File: src/rtl/div_unit.sv
// -----------------------------------------------------------------------------
// div_unit
// Sequential restoring divider for DIV (signed) and DIVU (unsigned).
// One quotient bit is retired per cycle. The quotient is returned on LO and the
// remainder on HI. The handshake matches the Booth multiplier: the request is
// held high as a level, and the pipeline stalls until result_ready.
//
// Ports
//   clk          in   1   rising-edge clock
//   rst          in   1   synchronous active-high reset
//   div_en       in   1   request level, held high until the result is consumed
//   div_signed   in   1   1 = DIV (two's complement), 0 = DIVU
//   data_a       in   DW  dividend, sampled only on accept
//   data_b       in   DW  divisor, sampled only on accept
//   hilo_select  in   1   0 = quotient (LO), 1 = remainder (HI)
//   busy         out  1   iterating or applying sign fix-up
//   result_ready out  1   result valid (DONE)
//   div_by_zero  out  1   in DONE, the accepted divisor was zero
//   div_result   out  DW  selected result while result_ready, else zero
// -----------------------------------------------------------------------------
module div_unit #(
    parameter int DW = 32,
    parameter int CW = 6
) (
    input  logic          clk,
    input  logic          rst,
    input  logic          div_en,
    input  logic          div_signed,
    input  logic [DW-1:0] data_a,
    input  logic [DW-1:0] data_b,
    input  logic          hilo_select,
    output logic          busy,
    output logic          result_ready,
    output logic          div_by_zero,
    output logic [DW-1:0] div_result
);

    typedef enum logic [1:0] {
        IDLE = 2'd0,
        CALC = 2'd1,
        FIX  = 2'd2,
        DONE = 2'd3
    } state_t;

    state_t        state_q, state_d;
    logic [CW-1:0] cnt_q, cnt_d;
    logic [DW-1:0] quo_q, quo_d;
    logic [DW-1:0] rem_q, rem_d;
    logic [DW-1:0] dvs_q, dvs_d;
    logic          q_neg_q, q_neg_d;
    logic          r_neg_q, r_neg_d;
    logic          dbz_q, dbz_d;

    logic          a_neg_s;
    logic          b_neg_s;
    logic [DW-1:0] abs_a_s;
    logic [DW-1:0] abs_b_s;
    logic [DW:0]   sh_s;
    logic [DW:0]   diff_s;

    // Operand magnitudes; the most negative value maps to 2^(DW-1) unsigned.
    assign a_neg_s = div_signed & data_a[DW-1];
    assign b_neg_s = div_signed & data_b[DW-1];
    assign abs_a_s = a_neg_s ? ({DW{1'b0}} - data_a) : data_a;
    assign abs_b_s = b_neg_s ? ({DW{1'b0}} - data_b) : data_b;

    // Trial subtraction one bit wider than the operands; the top bit is the borrow.
    assign sh_s   = {rem_q, quo_q[DW-1]};
    assign diff_s = sh_s - {1'b0, dvs_q};

    // Next-state and datapath update for the divider FSM.
    always_comb begin
        state_d = state_q;
        cnt_d   = cnt_q;
        quo_d   = quo_q;
        rem_d   = rem_q;
        dvs_d   = dvs_q;
        q_neg_d = q_neg_q;
        r_neg_d = r_neg_q;
        dbz_d   = dbz_q;
        case (state_q)
            IDLE: begin
                if (div_en) begin
                    if (data_b == {DW{1'b0}}) begin
                        // Divide by zero bypasses the iteration entirely.
                        quo_d   = {DW{1'b1}};
                        rem_d   = data_a;
                        dvs_d   = {DW{1'b0}};
                        q_neg_d = 1'b0;
                        r_neg_d = 1'b0;
                        dbz_d   = 1'b1;
                        state_d = DONE;
                    end else begin
                        quo_d   = abs_a_s;
                        rem_d   = {DW{1'b0}};
                        dvs_d   = abs_b_s;
                        q_neg_d = a_neg_s ^ b_neg_s;
                        r_neg_d = a_neg_s;
                        dbz_d   = 1'b0;
                        cnt_d   = {CW{1'b0}};
                        state_d = CALC;
                    end
                end else begin
                    state_d = IDLE;
                end
            end
            CALC: begin
                if (!div_en) begin
                    state_d = IDLE;
                end else begin
                    if (diff_s[DW] == 1'b0) begin
                        rem_d = diff_s[DW-1:0];
                        quo_d = {quo_q[DW-2:0], 1'b1};
                    end else begin
                        rem_d = sh_s[DW-1:0];
                        quo_d = {quo_q[DW-2:0], 1'b0};
                    end
                    cnt_d = cnt_q + {{(CW-1){1'b0}}, 1'b1};
                    if (cnt_q == CW'(DW-1)) begin
                        state_d = FIX;
                    end else begin
                        state_d = CALC;
                    end
                end
            end
            FIX: begin
                if (!div_en) begin
                    state_d = IDLE;
                end else begin
                    quo_d   = q_neg_q ? ({DW{1'b0}} - quo_q) : quo_q;
                    rem_d   = r_neg_q ? ({DW{1'b0}} - rem_q) : rem_q;
                    state_d = DONE;
                end
            end
            DONE: begin
                if (!div_en) begin
                    state_d = IDLE;
                end else begin
                    state_d = DONE;
                end
            end
            default: begin
                state_d = IDLE;
            end
        endcase
    end

    // State and datapath registers with synchronous reset.
    always_ff @(posedge clk) begin
        if (rst) begin
            state_q <= IDLE;
            cnt_q   <= {CW{1'b0}};
            quo_q   <= {DW{1'b0}};
            rem_q   <= {DW{1'b0}};
            dvs_q   <= {DW{1'b0}};
            q_neg_q <= 1'b0;
            r_neg_q <= 1'b0;
            dbz_q   <= 1'b0;
        end else begin
            state_q <= state_d;
            cnt_q   <= cnt_d;
            quo_q   <= quo_d;
            rem_q   <= rem_d;
            dvs_q   <= dvs_d;
            q_neg_q <= q_neg_d;
            r_neg_q <= r_neg_d;
            dbz_q   <= dbz_d;
        end
    end

    // Status flags decode straight from the state register.
    assign busy         = (state_q == CALC) || (state_q == FIX);
    assign result_ready = (state_q == DONE);
    assign div_by_zero  = (state_q == DONE) && dbz_q;
    assign div_result   = result_ready ? (hilo_select ? rem_q : quo_q) : {DW{1'b0}};

endmodule

File: config.mk
export PLATFORM = sky130hd
export DESIGN_NAME = div_unit
export DESIGN_NICKNAME = d
export VERILOG_FILES = /design/src/rtl/div_unit.sv
export SDC_FILE = /design/constraint.sdc
export NUM_CORES = 1
export LEC_CHECK = 0
export CAP_MARGIN = 20
export CORE_ASPECT_RATIO = 1.2
export CORE_MARGIN = 8
export CORE_UTILIZATION = 45
export DETAILED_ROUTE_END_ITERATION = 8
export HOLD_SLACK_MARGIN = 0.1
export PLACE_DENSITY = 0.65
export RECOVER_POWER = 100
export SYNTH_ARGS = -nofsm -noshare
export SYNTH_HDL_FRONTEND = slang
export SYNTH_SLANG_ARGS = --single-unit
File: constraint.sdc
create_clock -name clk -period 3.3 [get_ports clk]
set_input_delay 0.33 -clock clk [delete_from_list [all_inputs] [get_ports clk]]
set_output_delay 0.33 -clock clk [all_outputs]
set_load 0.02 [all_outputs]
* Word-level counts from Yosys, hierarchy flattened
Index checks and enable logic that the tools add are counted. Widths: inputs -> output; s select.
Word-level totals: register bits 107, input bits 69, output and inout port bits 35, word-level logic and storage cells 70
Cells by class: $add $sub $neg 6, eq/ne operators 10, mux-type cells 32, bitwise logic cells 3, reduce and logical (&&, ||, !) cells 11
Operators with widths (count):
- $mux 32 | 16
- $pmux 32 s3 | 2
- $sub 1x32->32 const A | 4
- $sub 33x32->33 | 1
- $logic_not 32->1 | 1
- $mux 6 | 3
- $ne 2x2->1 const B | 6
- $pmux 6 s2 | 1
- $mux 2 | 5
- $reduce_and 5->1 | 2
- $add 6x1->6 const B | 1
- $eq 6x5->1 const B | 1
- $pmux 2 s3 | 1
- $eq 2x2->1 const B | 2
- $mux 1 | 4
- $reduce_and 4->1 | 1
- $reduce_bool 3->1 | 1
- $and 1x1->1 | 2
- $eq 2x1->1 const B | 1
- $logic_not 2->1 | 1
- $reduce_and 2->1 | 1
- $reduce_bool 2->1 | 1
- $reduce_or 2->1 | 1
- $logic_and 1x1->1 | 1
- other kinds (2) | 2

* Longest topological paths before layout
depth after elaboration 5, gate-level depth with buffers 12, depth with buffers taken out 11

* Worst setup path before layout
Ideal clock, no wire load.
path type register to register, start point register quo_q[31], end point register rem_q[9], library setup time 63 ps, arrival time 2949 ps, required time 3237 ps, setup slack 289 ps, cell stages (with the launch flop) 13, buffers on the path 1, period minus slack after synthesis 3011 ps, path through dfxtp_1 inv_1 ha_1 fa_1 nand2b_1 a21oi_1 o31ai_1 a211oi_1 o21ai_2 xnor2_1 clkbuf_1 o2111ai_1 nand3_1
On the way: longest elaborated chain between the ends 4
Ends and longest elaborated chain:
- start, declared | line 47 | logic [DW-1:0] quo_q, quo_d;
- start signal, assigned | line 153 | quo_q <= {DW{1'b0}};
- start signal, assigned | line 162 | quo_q <= quo_d;
- $sub 33x32->33 | line 69 | assign diff_s = sh_s - {1'b0, dvs_q};
- $mux 32 | line 111 | if (diff_s[DW] == 1'b0) begin
- $mux 32 | line 108 | if (!div_en) begin
- $pmux 32 s3 | line 81 | case (state_q)
- end signal, assigned | line 154 | rem_q <= {DW{1'b0}};
- end signal, assigned | line 163 | rem_q <= rem_d;
- end, declared | line 48 | logic [DW-1:0] rem_q, rem_d;
Every way passes these cells. The select of a mux whose other input is x is not followed. A chain may end at the register's enable or synchronous reset.

* Worst setup path after layout
start point register quo_q[31], end point register rem_q[25]
Same word-level chain as after synthesis.

==> impl_metrics.toml <==
[pwr]
p_leak_uw = 0.005040
ir_worst_vdd_v = 0.0002278
p_per_area_mw_per_mm2 = 414.5

[sta]
setup_viol = 0
final_hold_viol_count = 0
worstMarginPinSlew_ns = 0.9202
drv_slew = 0
min_period_ns = 3.146
slew_headroom_pct = 38.43
finalSetupTns_ns = 0
period_share_pct = 95.32
fin_skew_ns = 0.01384
max_freq_mhz = 317.9
rsz0062_at_grt = "no"

[worst_setup_path]
crit_path_end_kind = "register"
path_class = "register to register"
max_stage_delay_ns = 0.38
r2r_start = "quo_q[31]"
r2r.worst_path.cells = 13
ff2ff_setup_slack_ns = 0.15
worstPathCellList = "inv_1 > ha_1 > fa_1 > nand2b_1 > a21oi_1 > o31ai_1 > a211oi_2 > o21ai_2 > buf_4 > xnor2_2 > buf_12 > o2111ai_1 > o211ai_1"
worstPathArrival_ns = 3.43
crit_buf_inv = 3
cp_data_required_time_ns = 3.58
startpoint = "quo_q[31]"
crit_family = "compound AO/OA/AOI/OAI gates"
r2r-end = "rem_q[25]"
crit_slowest_cell = "fa_1"
crit_fanout = 14
start_kind = "register"

[status]
outcome = "finished, final reports clean"

[route]
num_vias = 12118
postRouteAntennaNets = 0
drt_iter0_drc = 1322
wire_per_inst_um = 19.40
drt-total-wl_mm = 38.12
drc = 0
viasPerCell = 6.167
first_pass_iters = 6

[clock_tree]
cts_setup_buffers = 0
cts.sinks = 107
clk_latency_ns = 0.37
clock_path_buffers = 2
path_clk_slew_ns = 0.08
cts_tree = "done"
cts_max_level = 3
holdBufCountCts = 0
cts_resized = 0
clock-root-buffer = "clkbuf_16"
cts-buffers-inserted = 9

[logic_synthesis]
synth-warning-count = 0
synth_seq_cells = 107
synth_top_area_share_pct = 19.80
mappedNetlistNets = 1642
syn_inst = 1531
synth_edf_count = 0
seq_area_frac_synth_pct = 19.80
synth_ff_type = "dfxtp_1"
yosysTopAreaCell = "dfxtp_1"
postSynthAreaPerCell_um2 = 7.065
synthArstFlopShare_pct = 0
syn-cell-area_mm2 = 0.01082
synthTopCellsByArea = "dfxtp_1, a21oi_1, o21ai_0"
yosysUniqueCellTypes = 75

[grt]
grt_pass1_vias = 11354
grt.overflow.total = 0
grt_first_pass_wirelength_mm = 60.54
grt_max_degree = 84
track_usage_pct = 25.85
use_met1_pct = 34.62
antenna_found_initial = 0
busiest_layer = "met2"
grt_util_met2_pct = 41.32
grt_use_met3_pct = 2.369

[floorplanning]
core.rowCount = 62
dieArea_mm2 = 0.02927
core-area_mm2 = 0.02382
die_h_um = 185.8
num_io_pins = 104
initial_core_util_pct = 45.42
die_x_um = 157.5

[hold_path]
hold_path_startpoint = "rst"
hold_depth = 2
hp-class = "primary input to register"
min_to = "quo_q[20]"

[layout]
finalInstanceArea_mm2 = 0.01300
antenna_cells = 0
fin_nets = 1751
layout-drive-gt1-share_pct = 8.997
area_growth_pct = 20.15

[place]
dp_hpwl_mm = 28.89
gp_congestion = 0.9280
postPlaceCellArea_mm2 = 0.01273
io_buffer_count = 103

[job]
maxCapViolations = 0
[cell type report]
type | count | area, um2
well taps | 320 | 400.4
repair buffers | 220 | 1919
fillers | 2375 | 10820
flip-flops and latches | 107 | 2142
clock buffers | 10 | 229.0
clock inverters | 6 | 83.83
inverters | 57 | 214.0
multi-input cells | 1245 | 8008
[worst register-to-register path: stages (launching register included)]
cell       delay [ns]
dfxtp_1          0.33
inv_1            0.08
ha_1             0.24
fa_1             0.38
nand2b_1         0.17
a21oi_1          0.22
o31ai_1          0.20
a211oi_2         0.31
o21ai_2          0.13
buf_4            0.19
xnor2_2          0.26
buf_12           0.18
o2111ai_1        0.15
o211ai_1         0.23
[how the worst max path moves through the flow]
| stage | endpoint | slack [ns] | cells after the start |
|---|---|---|---|
| 2_1_floorplan | rem_q[9] | 0.29 | 12 |
| 3_5_place_dp | rem_q[17] | -0.001 | 10 |
| 5_1_grt | quo_q[29] | 0.01 | 10 |
| 3_3_place_gp | quo_q[21] | -0.008 | 9 |
| 4_1_cts | rem_q[22] | 0.09 | 13 |
| 6_report | rem_q[25] | 0.15 | 13 |
[metal layers]
layer / vias to the layer above / wire length, um / share of wire, %
li1: 5906 / - / -
met1: 5530 / 16490 / 43
met2: 596 / 16800 / 44
met3: 86 / 3309 / 8.7
met4: 0 / 1524 / 4.0
met5: - / 0 / 0
[flip-flops by register name, indices dropped and copies added, names as in the netlist]
| name | cells |
|---|---|
| q_neg_q | 1 |
| dbz_q | 1 |
| rem_q | 32 |
| dvs_q | 32 |
| r_neg_q | 1 |
| cnt_q | 6 |
| quo_q | 32 |
| state_q | 2 |
[logic make-up after synthesis]
| logic type | synth area share [%] |
|---|---|
| flip-flops | 19.80 |
| multiplexers | 3.898 |
| AO/OA/AOI/OAI | 27.95 |
| AND/OR/NAND/NOR | 28.46 |
| adder cells (fa/ha/maj) | 4.928 |
| XOR/XNOR | 8.583 |
| buffers and inverters | 6.385 |
[through the flow]
stage / power, uW / instances / hold slack (ns) / setup WS [ns] / util [%]
after floorplan: 3278 / 1531 / 0.4273 / 0.2886 / -
after global placement: 4161 / 1949 / 0.4388 / -0.007814 / 53.47
after detailed placement: 4183 / 1949 / 0.4464 / -0.001366 / 53.47
after CTS: 5371 / 1965 / 0.3306 / 0.08517 / 54.79
after global routing: 5704 / 1965 / 0.3563 / 0.01371 / 54.57
final: 5387 / 1965 / 0.3412 / 0.1544 / 54.57
[report_power, final]
part | leakage (uW) | switching [uW] | total, uW | internal (uW)
combinational | 0.00401 | 1580 | 2660 | 1080
sequential | 0.000879 | 140 | 1540 | 1400
clock | 0.000152 | 575 | 1180 | 610
total | 0.00504 | 2300 | 5390 | 3090
[cell usage in the layout (no fill, tap or decap), types with 41 or more instances in the layout]
master / n
nor2_1: 137
nand3_1: 44
xnor2_1: 53
a21oi_1: 112
nor3_1: 52
nand2_1: 124
inv_1: 55
xor2_1: 51
o21ai_0: 105
mux2i_1: 41
dfxtp_1: 107
buf_4: 100
a211oi_1: 47
clkdlybuf4s50_1: 66
nand4_1: 47
[cell usage after synthesis, types with 7 or more instances]
cell type and instances:
nand2b_1 14, o211ai_1 8, and3_1 18, dfxtp_1 107
o31ai_1 13, o311ai_0 11, ha_1 41, nand2_1 124
nand4_1 47, or2_2 7, a211oi_1 48, mux2i_1 41
clkbuf_1 99, nand3b_1 13, and2_1 12, a31oi_1 28
o41ai_1 8, nor2b_1 39, nor3_1 53, a221oi_1 17
xor2_1 52, a21oi_1 112, o2111ai_1 9, or3_1 12
nor2_1 137, or4_1 18, buf_1 13, nand3_1 44
nor4_1 27, o21a_1 12, a21o_1 20, inv_1 55
o21ai_0 105, xnor2_1 54, a311oi_1 14, buf_2 9
(Power assumes the default switching activity.)
